===== config.mk =====
export PLATFORM = sky130hd
export DESIGN_NAME = interrupt_controller_flat
export DESIGN_NICKNAME = d
export VERILOG_FILES = /design/src/rtl/interrupt_controller_if.sv /design/src/rtl/interrupt_controller.sv /design/src/flat_wrapper.sv
export SDC_FILE = /design/constraint.sdc
export NUM_CORES = 1
export LEC_CHECK = 0
export ABC_CLOCK_PERIOD_IN_PS = 1800
export BUFFER_PORTS_ARGS = -buffer_cell sky130_fd_sc_hd__buf_2
export CAP_MARGIN = 20
export CELL_PAD_IN_SITES_DETAIL_PLACEMENT = 0
export CELL_PAD_IN_SITES_GLOBAL_PLACEMENT = 2
export CORE_MARGIN = 5
export CORE_UTILIZATION = 19
export DETAILED_ROUTE_END_ITERATION = 7
export PLACE_DENSITY = 0.85
export SETUP_SLACK_MARGIN = 0.3
export SLEW_MARGIN = 15
export SYNTH_ARGS = -nofsm -noshare
export SYNTH_HDL_FRONTEND = slang
export SYNTH_SLANG_ARGS = --single-unit
export TNS_END_PERCENT = 30

===== constraint.sdc =====
create_clock -name clock -period 1.8 [get_ports clock]
set_input_delay 0.45 -clock clock [delete_from_list [all_inputs] [get_ports clock]]
set_output_delay 0.45 -clock clock [all_outputs]
set_load 0.02 [all_outputs]

===== src/rtl/interrupt_controller_if.sv =====
// Signal bundle between interrupt sources, the CPU interrupt pins and the i/o window
// of interrupt_controller. The controller uses the slave modport.
interface interrupt_controller_if #(
    parameter int NUM_SRC = 2,
    parameter int AW      = 4
);
    logic [NUM_SRC-1:0] irq_src;
    logic [NUM_SRC-1:0] intr_out;
    logic               int_taken;
    logic               int_eret;
    logic [AW-1:0]      io_addr;
    logic               io_wr;
    logic               io_rd;
    logic [31:0]        io_wdata;
    logic [31:0]        io_rdata;

    modport master (
        output irq_src, int_taken, int_eret, io_addr, io_wr, io_rd, io_wdata,
        input  intr_out, io_rdata
    );

    modport slave (
        input  irq_src, int_taken, int_eret, io_addr, io_wr, io_rd, io_wdata,
        output intr_out, io_rdata
    );
endinterface


===== src/rtl/interrupt_controller.sv =====
// Fixed-priority interrupt controller: sync/edge-detect, pending/mask/in-service registers.
// Define INTC_LOST_CNT_EN to add per-source saturating lost-event counters at offset 0xC.
module interrupt_controller #(
    parameter int NUM_SRC = 2,
    parameter int AW      = 4
) (
    input  logic                 clock,
    input  logic                 reset,
    interrupt_controller_if.slave bus
);
    localparam int SEL_W = (NUM_SRC > 1) ? $clog2(NUM_SRC) : 1;

    localparam logic [AW-1:0] ADDR_PENDING = AW'(0);
    localparam logic [AW-1:0] ADDR_MASK    = AW'(4);
    localparam logic [AW-1:0] ADDR_INSVC   = AW'(8);
    localparam logic [AW-1:0] ADDR_LOST    = AW'(12);

    typedef enum logic [1:0] {IDLE, REQ, SVC} state_e;

    state_e             state_q, state_d;
    logic [SEL_W-1:0]   sel_q, sel_d;
    logic [NUM_SRC-1:0] sync1_q, sync2_q, hist_q;
    logic [NUM_SRC-1:0] pending_q, pending_d;
    logic [NUM_SRC-1:0] mask_q, mask_d;
    logic [NUM_SRC-1:0] insvc_q, insvc_d;
    logic [NUM_SRC-1:0] intr_q, intr_d;
    logic [NUM_SRC-1:0] edge_evt, take_clr, w1c_clr, ready;
    logic               wr_pending, wr_mask;
    logic [31:0]        lost_rdata;
    logic               unused_bits;

    assign edge_evt   = sync2_q & ~hist_q;
    assign ready      = pending_q & mask_q;
    assign wr_pending = bus.io_wr && (bus.io_addr == ADDR_PENDING);
    assign wr_mask    = bus.io_wr && (bus.io_addr == ADDR_MASK);
    assign w1c_clr    = wr_pending ? bus.io_wdata[NUM_SRC-1:0] : '0;
    assign mask_d     = wr_mask ? bus.io_wdata[NUM_SRC-1:0] : mask_q;
    assign unused_bits = ^{bus.io_rd, bus.io_wdata};

    // A fresh edge wins over any clear landing on the same bit in the same cycle.
    assign pending_d = (pending_q & ~(w1c_clr | take_clr)) | edge_evt;
    assign bus.intr_out = intr_q;

    always_comb begin
        state_d  = state_q;
        sel_d    = sel_q;
        intr_d   = intr_q;
        insvc_d  = insvc_q;
        take_clr = '0;
        unique case (state_q)
            IDLE: begin
                if (|ready) begin
                    for (int i = NUM_SRC - 1; i >= 0; i--) begin
                        if (ready[i]) begin
                            sel_d  = SEL_W'(i);
                            intr_d = NUM_SRC'(1) << i;
                        end
                    end
                    state_d = REQ;
                end
            end
            REQ: begin
                // Looking at the next mask value lets a withdrawal drop the line on the write edge.
                if (bus.int_taken) begin
                    take_clr = NUM_SRC'(1) << sel_q;
                    insvc_d  = insvc_q | take_clr;
                    intr_d   = '0;
                    state_d  = SVC;
                end else if (!mask_d[sel_q]) begin
                    intr_d  = '0;
                    state_d = IDLE;
                end
            end
            SVC: begin
                if (bus.int_eret) begin
                    insvc_d = '0;
                    state_d = IDLE;
                end
            end
            default: state_d = IDLE;
        endcase
    end

    always_ff @(posedge clock) begin
        if (reset) begin
            sync1_q   <= '0;
            sync2_q   <= '0;
            hist_q    <= '0;
            pending_q <= '0;
            mask_q    <= '1;
            insvc_q   <= '0;
            intr_q    <= '0;
            sel_q     <= '0;
            state_q   <= IDLE;
        end else begin
            sync1_q   <= bus.irq_src;
            sync2_q   <= sync1_q;
            hist_q    <= sync2_q;
            pending_q <= pending_d;
            mask_q    <= mask_d;
            insvc_q   <= insvc_d;
            intr_q    <= intr_d;
            sel_q     <= sel_d;
            state_q   <= state_d;
        end
    end

`ifdef INTC_LOST_CNT_EN
    localparam int LOST_N = (NUM_SRC < 4) ? NUM_SRC : 4;

    logic [7:0] lost_q [NUM_SRC];
    logic [7:0] lost_d [NUM_SRC];
    logic       wr_lost;

    assign wr_lost = bus.io_wr && (bus.io_addr == ADDR_LOST);

    // A clear that coincides with a lost event leaves that one event counted.
    always_comb begin
        for (int i = 0; i < NUM_SRC; i++) begin
            lost_d[i] = lost_q[i];
            if (wr_lost) begin
                lost_d[i] = 8'(edge_evt[i] && pending_q[i]);
            end else if (edge_evt[i] && pending_q[i] && (lost_q[i] != 8'hFF)) begin
                lost_d[i] = lost_q[i] + 8'd1;
            end
        end
    end

    always_ff @(posedge clock) begin
        for (int i = 0; i < NUM_SRC; i++) begin
            if (reset) lost_q[i] <= '0;
            else       lost_q[i] <= lost_d[i];
        end
    end

    always_comb begin
        lost_rdata = '0;
        for (int i = 0; i < LOST_N; i++) begin
            lost_rdata[8*i +: 8] = lost_q[i];
        end
    end
`else
    assign lost_rdata = '0;
`endif

    always_comb begin
        bus.io_rdata = '0;
        case (bus.io_addr)
            ADDR_PENDING: bus.io_rdata[NUM_SRC-1:0] = pending_q;
            ADDR_MASK:    bus.io_rdata[NUM_SRC-1:0] = mask_q;
            ADDR_INSVC:   bus.io_rdata[NUM_SRC-1:0] = insvc_q;
            ADDR_LOST:    bus.io_rdata = lost_rdata;
            default:      bus.io_rdata = '0;
        endcase
    end
endmodule


===== src/flat_wrapper.sv =====
// flat-port wrapper written by rule: the top's interface ports become plain ports
module interrupt_controller_flat 
#(
    parameter int NUM_SRC = 2,
    parameter int AW      = 4
)
  (clock, reset, bus_irq_src, bus_int_taken, bus_int_eret, bus_io_addr, bus_io_wr, bus_io_rd, bus_io_wdata, bus_intr_out, bus_io_rdata);
  interrupt_controller_if #(.NUM_SRC(NUM_SRC), .AW(AW)) bus_i ();
  input  logic clock;
  input  logic reset;
  input wire logic [$bits(bus_i.irq_src)-1:0] bus_irq_src;
  input wire logic [$bits(bus_i.int_taken)-1:0] bus_int_taken;
  input wire logic [$bits(bus_i.int_eret)-1:0] bus_int_eret;
  input wire logic [$bits(bus_i.io_addr)-1:0] bus_io_addr;
  input wire logic [$bits(bus_i.io_wr)-1:0] bus_io_wr;
  input wire logic [$bits(bus_i.io_rd)-1:0] bus_io_rd;
  input wire logic [$bits(bus_i.io_wdata)-1:0] bus_io_wdata;
  output wire logic [$bits(bus_i.intr_out)-1:0] bus_intr_out;
  output wire logic [$bits(bus_i.io_rdata)-1:0] bus_io_rdata;
  assign bus_i.irq_src = bus_irq_src;
  assign bus_i.int_taken = bus_int_taken;
  assign bus_i.int_eret = bus_int_eret;
  assign bus_i.io_addr = bus_io_addr;
  assign bus_i.io_wr = bus_io_wr;
  assign bus_i.io_rd = bus_io_rd;
  assign bus_i.io_wdata = bus_io_wdata;
  assign bus_intr_out = bus_i.intr_out;
  assign bus_io_rdata = bus_i.io_rdata;
  interrupt_controller #(.NUM_SRC(NUM_SRC), .AW(AW)) u_core (.clock(clock), .reset(reset), .bus(bus_i));
endmodule

# Yosys cells after proc, flatten, opt, wreduce, memory -nomap -nowiden
# Cells that the tools add are included.
# Widths: inputs -> output; s select.
[word_totals] in_bits=44 ff_bits=17 wordCells=61
[op_classes] n_shift=1 n_lt_le_gt_ge=1 eq_ne=9 mux=21 n_reduce_logical=12 n_bitwise=8
[op_table] operator="$mux 2" count=13
[op_table] operator="$pmux 2 s3" count=2
[op_table] operator="$reduce_and 3->1" count=3
[op_table] operator="$pmux 2 s2" count=2
[op_table] operator="$and 2x2->2" count=3
[op_table] operator="$or 2x2->2" count=3
[op_table] operator="$reduce_bool 2->1" count=3
[op_table] operator="$eq 4x3->1 const B" count=1
[op_table] operator="$eq 4x4->1 const B" count=1
[op_table] operator="$logic_not 4->1" count=1
[op_table] operator="$mux 1" count=4
[op_table] operator="$ne 2x2->1 const B" count=2
[op_table] operator="$not 2->2" count=2
[op_table] operator="$reduce_and 4->1" count=1
[op_table] operator="$ne 3x1->1 const B" count=1
[op_table] operator="$ne 3x3->1 const B" count=1
[op_table] operator="$eq 2x1->1 const B" count=1
[op_table] operator="$eq 2x2->1 const B" count=1
[op_table] operator="$logic_and 1x1->1" count=2
[op_table] operator="$logic_not 2->1" count=1
[op_table] operator="$lt 1x2->1 const B" count=1
[op_table] operator="$ne 2x1->1 const B" count=1
[op_table] operator="$reduce_or 2->1" count=1
[op_table] operator="$shl 1x1->2 const A" count=1

# Longest topological paths before layout
[depth] ltp_word=8 depth_mapped=5 depth_no_buf=5

# Worst setup path after synthesis
# No wires, ideal clock.
[synth_timing] path_type="in2out" start="in bus_io_addr[2]" end="out bus_io_rdata[0]" path_slack_ps=56 arrival_time_ps=1294 stages=5 path_buffers=1 path_cell_list="buf_2 > mux2i_1 > nor2_1 > a21oi_1 > nor3_1"
[synth_via] elab_chain_len=2 elab_cells_between_ends=4 classes_between="2 x eq/ne; 1 x mux; 1 x reduce/logical"
[synth_rtl] element="start: declaration" line="flat_wrapper.sv:14" rtl="input wire logic [$bits(bus_i.io_addr)-1:0] bus_io_addr;"
[synth_rtl] element="$eq 4x4->1, or another cell as far along" line="interrupt_controller.sv:148" rtl="case (bus.io_addr)"
[synth_rtl] element="$pmux 2 s3 (*)" line="interrupt_controller.sv:148"
[synth_rtl] element="end: declaration" line="flat_wrapper.sv:19" rtl="output wire logic [$bits(bus_i.io_rdata)-1:0] bus_io_rdata;"
# Every way passes the cells marked *; elsewhere a longest branch is shown, timed or not.

# Final worst setup path
[layout_timing] start="in bus_io_addr[2]" end="out bus_io_rdata[1]"
# Same word-level chain as after synthesis.

==> run metrics <==
status=finished, final reports clean; max-capacitance violation count=0; Fill cells=579; CP Max Fanout=8; Initial Util=19.3%; Yosys top cell by area=dfxtp_1; min cycle time layout=1580 ps; initial antenna violation count=0; drt first-iter violations=39; Root Buffer=clkbuf_8; register area share after synthesis=35.3%; Core Util, Final=22.4%; DP Area=1020 um2; Vias=706; Total GRT Usage=5.79%; placer congestion estimate=0.694; top cell type's share of synthesized area=35.3%; final slew viol count=0; Clock Skews=1.80 ps; register area=353 um2; Req. time, crit path=1350 ps; Final Hold Fails=0; RSZ-0062 raised after global routing=yes; VDD IR max=216 uV; number of synthesized flops with an enable pin=0; core area=5010 um2; die width=81.3 um; htree depth=1; Main synth FF type=dfxtp_1; synthesized area=965 um2; multi-input logic area=497 um2; grt total ovfl=0; routed len/inst=8.93 um; vias in the first global route=657; WL final=1790 um; post-synthesis cell count=112; top cells by area, synth=dfxtp_1, buf_4, nor2b_1; synthesis-to-layout area growth=16.2%; syn_area_per_cell=8.61 um2; most common library cells after synthesis=buf_4, dfxtp_1, nor2b_1, a21oi_1, nor2_1; worst hold path class=primary input to flip-flop; Yosys cell types=27; clock sinks=17; Clock Latency Late Sink=250 ps; I/O Pins=78; antenna viol nets, final=0; pin count of the biggest net entering global routing=18; Design Area, Final=1120 um2; TritonCTS clock tree=done; count leader, synth=buf_4; die height=81.3 um; diode count=0; hold_buf cts=0; Vias/cell=3.51; Fmax achieved=631 MHz; crit path capture type=output port; period utilization=88.0%; leakage dissipation=0.495 nW; Post-synth ARST share=0%; setup_tns=0 ps; fraction of layout cells with a size suffix above 1=26.0%; Worst-path clk slew=60 ps; Setup-failing EPs final=0; register bit total from synthesis=17; drt drc=0; Final HPWL DP=1450 um; global-route wire length before repair=2940 um; Clock Tree Buf Depth=2; fin nets=176; CP Launch Type=primary input; Synth warnings=0; CTS Buf Count=3; DIE AREA=6600 um2; I/O Buffers=16; crit path kind=primary input to output port; DRT Pass-1 Iters=4; arrival time worst endpoint=1130 ps; P per Cell Area=752 nW/um2; Rows=26
## registers in the layout, summed over array words and instances, names as in the netlist
signal               count
u_core.bus.intr_out      2
u_core.hist_q            2
u_core.insvc_q           2
u_core.mask_q            2
u_core.pending_q         2
u_core.sel_q             1
u_core.state_q           2
u_core.sync1_q           2
u_core.sync2_q           2
## worst paths after layout
path	startpoint	to	slack [ps]	depth (start not counted)
worst max-delay path	bus_io_addr[2]	bus_io_rdata[1]	220	6
worst min-delay path	bus_irq_src[1]	u_core.sync1_q[1]	410	2
worst max register to register	u_core.state_q[0]	u_core.bus.intr_out[0]	400	4
worst min register to register	u_core.sync1_q[0]	u_core.sync2_q[0]	440	1
## layout by cell type, fill, tap and decap left out, drive strengths merged, types with 3 or more instances in the layout
| cell | instances |
|---|---|
| buf | 19 |
| inv | 4 |
| nand2b | 3 |
| a31oi | 3 |
| clkbuf | 3 |
| nor2 | 7 |
| nor2b | 9 |
| nor3 | 3 |
| mux2i | 3 |
| nand2 | 6 |
| dfxtp | 17 |
| a21oi | 7 |
| conb | 30 |
## per-layer routing
metal,GRT usage (%),vias up,share of wire [%]
li1,-,359,-
met2,9.77,27,51
met5,0,-,0
met1,6.78,318,39
met3,0.665,2,7.9
met4,4.05,0,2.2
## through the flow
| stage | setup WS (ps) | hold WS [ps] | std cells | power (mW) |
|---|---|---|---|---|
| after floorplan | 224 | 414 | 141 | 0.580 |
| after global placement | -41.7 | 421 | 195 | 0.568 |
| after detailed placement | -37.4 | 429 | 195 | 0.569 |
| after CTS | 201 | 416 | 201 | 0.856 |
| after global routing | 96.1 | 427 | 201 | 0.891 |
| final | 216 | 414 | 201 | 0.843 |
## worst max-delay path, cell delays in order
cell and delay (ps):
buf_12 90, mux2i_1 170, nor2_1 70, a21oi_1 150, nor3_2 50, buf_4 150
## timing repair
item                       4_1_cts  5_1_grt
resized for setup               15        0
hold endpoints to repair         0        0
pin swaps                        1        0
setup buffers                    2        0
setup endpoints to repair        5        5
## cells by family (layout without fill, tap and decap cells)
| logic type | after synthesis | count (layout) | synth area share (%) |
|---|---|---|---|
| AOI/OAI and AO/OA | 23 | 23 | 17.0 |
| other | 1 | 30 | 0.389 |
| buffers and inverters | 37 | 27 | 26.2 |
| DFF | 17 | 17 | 35.3 |
| and+or+nand+nor | 31 | 31 | 18.0 |
| muxes | 3 | 3 | 3.11 |
## report_power, final
| part | internal, mW | total (mW) | switching [mW] |
|---|---|---|---|
| Combinational | 0.0512 | 0.161 | 0.110 |
| Clock | 0.153 | 0.276 | 0.123 |
| Sequential | 0.392 | 0.406 | 0.0144 |
| Total | 0.596 | 0.843 | 0.247 |
## layout make-up
class	count	share of cell area (%)
clock buffer	3	3.68
timing repair buffer	19	10.9
inverter	4	1.34
multi-input combinational	87	44.3
clock inverter	1	0.446
tap	70	7.81
sequential	17	31.5
(Power assumes the default switching activity.)
